File: src/rtl/delay_timer_arbiter.sv
// rtl/delay_timer_arbiter.sv - round-robin owner arbitration for one shared delay timer

module delay_timer_arbiter #(
  parameter int NumRequesters = 4,
  parameter int TickWidth     = 8
) (
  input  logic                               Clock,
  input  logic                               ResetN,
  input  logic [NumRequesters-1:0]           Request,
  input  logic [NumRequesters*TickWidth-1:0] TickCount,
  input  logic                               Timeout,
  output logic                               StartDelay,
  output logic [NumRequesters-1:0]           Grant,
  output logic [NumRequesters-1:0]           Done,
  output logic                               Busy
);

  localparam int PtrW = (NumRequesters > 1) ? $clog2(NumRequesters) : 1;
  localparam logic [PtrW-1:0] LastIdx = PtrW'(NumRequesters - 1);

  typedef enum logic [1:0] {
    ST_IDLE = 2'd0,
    ST_RUN  = 2'd1,
    ST_DONE = 2'd2
  } state_t;

  state_t                 state, state_nxt;
  logic [PtrW-1:0]        pointer, pointer_nxt;
  logic [PtrW-1:0]        owner, owner_nxt;
  logic [PtrW-1:0]        owner_inc;
  logic [TickWidth-1:0]   remaining, remaining_nxt;
  logic [TickWidth-1:0]   tick_arr [NumRequesters];
  logic                   pick_valid;
  logic [PtrW-1:0]        pick_idx;
  logic [PtrW-1:0]        cand;
  int                     sum;
  logic [NumRequesters-1:0] owner_onehot;

  // Unpack the per-client period counts so they can be indexed by owner.
  for (genvar g = 0; g < NumRequesters; g++) begin : g_tick
    assign tick_arr[g] = TickCount[g*TickWidth +: TickWidth];
  end

  // Next owner in round-robin order once the current one releases the timer.
  assign owner_inc    = (owner == LastIdx) ? '0 : owner + 1'b1;
  assign owner_onehot = NumRequesters'(1) << owner;

  // Round-robin pick: first set request scanning upward from pointer with wrap.
  always_comb begin
    pick_valid = 1'b0;
    pick_idx   = '0;
    cand       = '0;
    sum        = 0;
    for (int i = 0; i < NumRequesters; i++) begin
      sum = int'(pointer) + i;
      if (sum >= NumRequesters) sum = sum - NumRequesters;
      cand = PtrW'(sum);
      if (!pick_valid && Request[cand]) begin
        pick_valid = 1'b1;
        pick_idx   = cand;
      end
    end
  end

  // State and datapath registers; reset drops straight to idle with no Done.
  always_ff @(posedge Clock or negedge ResetN) begin
    if (!ResetN) begin
      state     <= ST_IDLE;
      pointer   <= '0;
      owner     <= '0;
      remaining <= '0;
    end else begin
      state     <= state_nxt;
      pointer   <= pointer_nxt;
      owner     <= owner_nxt;
      remaining <= remaining_nxt;
    end
  end

  // Next-state logic: arbitrate in idle, count timer periods in run, release after done.
  always_comb begin
    state_nxt     = state;
    pointer_nxt   = pointer;
    owner_nxt     = owner;
    remaining_nxt = remaining;
    case (state)
      ST_IDLE: begin
        if (pick_valid) begin
          owner_nxt     = pick_idx;
          remaining_nxt = tick_arr[pick_idx];
          state_nxt     = (tick_arr[pick_idx] == '0) ? ST_DONE : ST_RUN;
        end
      end
      ST_RUN: begin
        // A dropped request cancels the delay even if a period just expired.
        if (!Request[owner]) begin
          state_nxt   = ST_IDLE;
          pointer_nxt = owner_inc;
        end else if (Timeout) begin
          if (remaining == TickWidth'(1)) begin
            state_nxt = ST_DONE;
          end else begin
            remaining_nxt = remaining - 1'b1;
          end
        end
      end
      ST_DONE: begin
        state_nxt   = ST_IDLE;
        pointer_nxt = owner_inc;
      end
      default: begin
        state_nxt = ST_IDLE;
      end
    endcase
  end

  // Outputs decode from state and owner registers only.
  always_comb begin
    StartDelay = 1'b0;
    Grant      = '0;
    Done       = '0;
    Busy       = 1'b0;
    case (state)
      ST_RUN: begin
        StartDelay = 1'b1;
        Grant      = owner_onehot;
        Busy       = 1'b1;
      end
      ST_DONE: begin
        Grant = owner_onehot;
        Done  = owner_onehot;
        Busy  = 1'b1;
      end
      default: begin
        StartDelay = 1'b0;
      end
    endcase
  end

endmodule
File: config.mk
export PLATFORM = sky130hd
export DESIGN_NAME = delay_timer_arbiter
export DESIGN_NICKNAME = d
export VERILOG_FILES = /design/src/rtl/delay_timer_arbiter.sv
export SDC_FILE = /design/constraint.sdc
export NUM_CORES = 1
export LEC_CHECK = 0
export ABC_AREA = 1
export CORE_UTILIZATION = 52
export CTS_CLUSTER_DIAMETER = 200
export DETAILED_ROUTE_END_ITERATION = 8
export GPL_TIMING_DRIVEN = 0
export PLACE_DENSITY = 0.87
export SYNTH_ARGS = -nofsm -noshare
export SYNTH_HDL_FRONTEND = slang
export SYNTH_SLANG_ARGS = --single-unit
File: constraint.sdc
create_clock -name Clock -period 4.4 [get_ports Clock]
set_input_delay 0.66 -clock Clock [delete_from_list [all_inputs] [get_ports Clock]]
set_output_delay 0.66 -clock Clock [all_outputs]
set_load 0.02 [all_outputs]
# Word level (Yosys, flattened, before mapping)
# Cells that the tools add are included.
# op_classes
addsub,9
mul,0
n_div,0
order_cmp,10
n_eq_ne,11
shifts,1
mux,43
bitwise,1
n_reduce_logical,15
# op_table
operator,count
$mux 8,6
$mux 2,15
$bmux 8 s2,1
$pmux 8 s2,1
$lt 2x3->1 const B,5
$ge 3x3->1 const B,4
$mux 1,11
$bmux 1 s2,5
$ne 2x2->1 const B,5
$eq 8x1->1 const B,1
$logic_not 8->1,1
$mux 4,2
$pmux 2 s2,2
$sub 2x1->2 const B,4
$sub 8x1->8 const B,1
$add 2x2->3 const B,2
$ne 3x3->1 const B,2
$reduce_and 5->1,1
$eq 2x2->1 const B,2
$reduce_and 2->1,2
$reduce_bool 2->1,2
$shl 1x2->4 const A,1
$add 2x1->3 const B,1
$ge 2x3->1 const B,1
8 further kinds,12
# word_totals
reg_bits,14
latch_bits,0
mem_bits_rw,0
mem_bits_ro,0
in_bits,39
output_inout_bits,10
elab_cells,94
memories,0

# Depth between registers and ports, before layout
# depth
word_depth,22
ltp_mapped,18
depth_no_buf,18

# Least setup slack after synthesis
# OpenSTA, ideal clock, no wires.
# synth_path
kind,input to register
startpoint,input port Request[2]
endpoint,register state[0]
setup_time_ns,0.117
arrival_time_ns,1.925
required_ns,4.283
setup_slack_ns,2.357
stages,15
path_buffers,1
path_cell_list,inv_1 nand2_1 nand3_2 nand2_2 nor2_4 nand3_4 buf_6 nand4_1 nand3_1 nand2_1 nand2_1 nor2_2 nand2_1 nand3_1 nand2_1
# synth_via
elab_chain_len,20
word_cells_on_any_way,37
classes_between,eq/ne: 3; mux: 25; bitwise: 1; reduce/logical: 8
# synth_rtl
element,line,source
from (decl),9,"input logic [NumRequesters-1:0] Request,"
$bmux 1 s2,58,if (!pick_valid && Request[cand]) begin
$mux 1 (not written as such),58,
$mux 1,58,
$logic_not 1->1,58,
$logic_and 1x1->1,58,
$mux 1,58,
$logic_not 1->1,58,
$logic_and 1x1->1,58,
[... 3 more ...],--,
$mux 2,58,
$not 2->3 (not written as such),91,state_nxt = (tick_arr[pick_idx] == '0) ? ST_DONE : ST_RUN;
$bmux 8 s2,91,
$mux 8 (not written as such) (2 in a row),91,
$logic_not 8->1,91,
$mux 2,91,
$mux 2,88,if (pick_valid) begin
$pmux 2 s2,86,case (state)
to (signal assigned),73,state <= state_nxt;
to (decl),27,"state_t state, state_nxt;"
# Parallel ways exist; a longest one is shown, timed or not. The select of a mux whose other input is x is not followed.
# A chain may end at the register's enable or synchronous reset.

# Worst setup path in the final report
# layout_path
startpoint,input port Request[3]
endpoint,register state[1]
# The elaborated chain is that of the path after synthesis.

==> impl_metrics.py <==
metrics = {
    "synthesis": {
        "synth_nets": 312,
        "yosysUniqueCellTypes": 30,
        "synth_top_area_share_pct": 21.1,
        "syn_inst": 264,
        "synth_commonest_cells": "nand2_1, nand3_1, inv_1, dfrtp_1, nand4_1",
        "postSynth.asyncResetShare_pct": 100,
        "ys_warn_count": 0,
        "synth_top_area_cell": "dfrtp_1",
        "ys.flop_type": "dfrtp_1",
        "syn_area_sq_um": 1660,
        "yosys_register_bits": 14,
        "seq_area_frac_synth_pct": 21.1,
        "synth_area_leaders": "dfrtp_1, nand2_1, nand3_1, ha_1, inv_1",
        "synth_edf_count": 0,
        "yosysMostFrequentCell": "nand2_1",
        "avgSynthCellArea_sq_um": 6.27,
    },
    "floorplan": {
        "chipHeight_microns": 58.4,
        "die_x_microns": 58.4,
        "start_util_pct": 54.7,
        "ios": 49,
        "rows": 20,
        "dieArea_sq_um": 3420,
        "coreArea_sq_um": 3030,
    },
    "final_layout": {
        "antenna_cells": 0,
        "fin_nets": 365,
        "layout-drive-gt1-share_pct": 10.8,
        "area_growth_pct": 34.5,
    },
    "power_and_ir_drop": {
        "p_leak_nw": 1.13,
        "p_total_mw": 1.89,
        "worst_ir_drop_vdd_mv": 0.448,
        "cellPowerDensity_nw_per_um2": 849,
    },
    "sta": {
        "slew_viol_final": 0,
        "finalHoldViolations": 0,
        "post-route-period-util_pct": 57.6,
        "skew_ps": 3.81,
        "finalSetupTns_ps": 0,
        "worst_pin_slew_ps": 609,
        "fmax_mhz": 394,
        "relSlewSlack_pct": 59.2,
        "post-route-min-period_ps": 2540,
        "rsz0062_at_grt": "no",
        "setup_viol": 0,
    },
    "flow_run": {
        "max_cap_viol_count": 0,
    },
    "worst_setup_path": {
        "crit_required_ps": 4610,
        "end_kind": "register",
        "worstSetupStartpointType": "input port",
        "crit_arrival_ps": 2750,
        "crit_fanout": 10,
        "crit_type": "in -> reg",
    },
    "clock_network": {
        "cts_root_buffer": "clkbuf_4",
        "cts.sinks": 14,
        "hold_buffers": 0,
        "h-tree-depth": 1,
        "cts_tree": "done",
        "cts-resized-gates": 0,
        "cts_made_buffers": 3,
        "cts_setup_buffers": 0,
        "clkTransAtPathRegs_ps": 90,
        "clockBufferDepth": 2,
        "clk-insertion-delay-late_ps": 280,
    },
    "routing": {
        "met1_length_mm": 1.91,
        "wl_met2_mm": 1.80,
        "vias": 1848,
        "drc": 0,
        "routed_wl_mm": 3.92,
        "via_per_inst": 5.13,
        "drt-initial-drc-count": 96,
        "firstDrtPassIters": 4,
        "top_layer_used": "met4",
        "ant_nets": 0,
        "wl_per_cell_microns": 10.9,
        "wl_met3_microns": 178,
    },
    "global_routing": {
        "antenna_found_initial": 0,
        "track_usage_pct": 25.3,
        "grt_max_degree": 15,
        "overflow": 0,
        "grt_pass1_wl_mm": 6.85,
        "grt_pass1_vias": 1638,
    },
    "placement": {
        "dpl.hpwl_mm": 3.20,
        "gp_congestion": 0.860,
        "io_buffers": 48,
    },
    "worst_hold_path": {
        "hp-class": "reg -> reg",
    },
    "outcome": {
        "status": "complete, no violations",
    },
}
-- power breakdown --
group          internal [mW]  leakage (nW)  switching [mW]
clock                 0.0503        0.0210          0.0417
combinational          0.570         0.940           0.960
sequential             0.200         0.165          0.0687
-- registers in the layout, indices dropped and copies added, names as in the netlist --
| name | cells |
|---|---|
| remaining | 8 |
| owner | 2 |
| pointer | 2 |
| state | 2 |
-- cell type report --
| cell class | count | area (sq um) |
|---|---|---|
| tap | 44 | 55.1 |
| buffer | 7 | 51.3 |
| fill | 263 | 800 |
| sequential | 14 | 350 |
| inverter | 35 | 133 |
| timing repair buffer | 48 | 480 |
| multi-input combinational | 208 | 1120 |
| clock buffer | 4 | 36.3 |
-- cells by family (layout without fill, tap and decap cells) --
group                      after synthesis  in the layout  synth area share, %
adders and majority gates                9              9                 6.80
AOI/OAI and AO/OA                       27             27                 9.37
buffers and inverters                   42             94                 11.1
xor gates and xnor gates                 5              5                 2.64
DFF                                     14             14                 21.1
and+or+nand+nor                        167            167                 48.9
-- layout by cell type, fill, tap and decap left out, types with 2 or more instances in the layout --
| cell | netlist | routed |
|---|---|---|
| inv_2 | 4 | 4 |
| nand2_2 | 6 | 6 |
| clkdlybuf4s50_1 | 0 | 48 |
| nor2_2 | 3 | 3 |
| nand3_1 | 32 | 32 |
| nor2_1 | 11 | 11 |
| o211ai_1 | 2 | 2 |
| ha_1 | 9 | 9 |
| inv_1 | 30 | 30 |
| nand3_2 | 4 | 4 |
| nand3_4 | 2 | 2 |
| clkbuf_1 | 2 | 2 |
| xnor2_1 | 2 | 2 |
| nand2_1 | 89 | 89 |
| nand4_1 | 14 | 14 |
| nand2_4 | 3 | 3 |
| a21oi_1 | 11 | 11 |
| clkbuf_4 | 0 | 3 |
| o21ai_0 | 9 | 9 |
| xor2_1 | 3 | 3 |
| buf_2 | 2 | 2 |
| dfrtp_1 | 14 | 14 |
| buf_6 | 3 | 3 |
-- through the flow --
step | worst slack [ps] | hold WS, ps | util, % | cell area [sq um] | cells
floorplan | 2360 | 364 | - | 1660 | 264
global placement | 1620 | 503 | 72.4 | 2190 | 356
detailed placement | 1560 | 521 | 72.4 | 2190 | 356
CTS | 1860 | 542 | 73.6 | 2230 | 360
global route | 1620 | 603 | 73.6 | 2230 | 360
finish | 1860 | 542 | 73.6 | 2230 | 360
-- worst paths after layout --
path,startpoint,to,slack (ps),cells past startpoint
max reg2reg,pointer[0]$_DFFE_PN0P_,state[1]$_DFFE_PN0P_,2230,15
max in group asynchronous,ResetN,remaining[4]$_DFFE_PN0P_,3250,1
max,Request[3],state[1]$_DFFE_PN0P_,1860,16
min,state[0]$_DFFE_PN0P_,state[0]$_DFFE_PN0P_,540,2
min reg2reg,state[0]$_DFFE_PN0P_,state[0]$_DFFE_PN0P_,540,2
min in group asynchronous,ResetN,state[0]$_DFFE_PN0P_,760,1
-- worst max-delay path, stage by stage --
cell,delay (ps)
clkdlybuf4s50_1,500
inv_1,60
nand2_1,80
nand3_1,120
nand2_1,120
inv_1,110
nand3_4,160
nand3_4,130
buf_6,160
nand2_1,50
nand3_1,60
nand2_1,120
nand2_1,80
nor2_2,110
nand3_1,110
a21oi_2,130
-- metal layers --
metal  up-vias  global-route usage, %
li1        967                      -
met1       813                   36.1
met2        64                   39.7
met3         4                   2.20
met4         0                   9.86
met5         -                      0
Note: power is estimated with default switching activity, not from simulation.
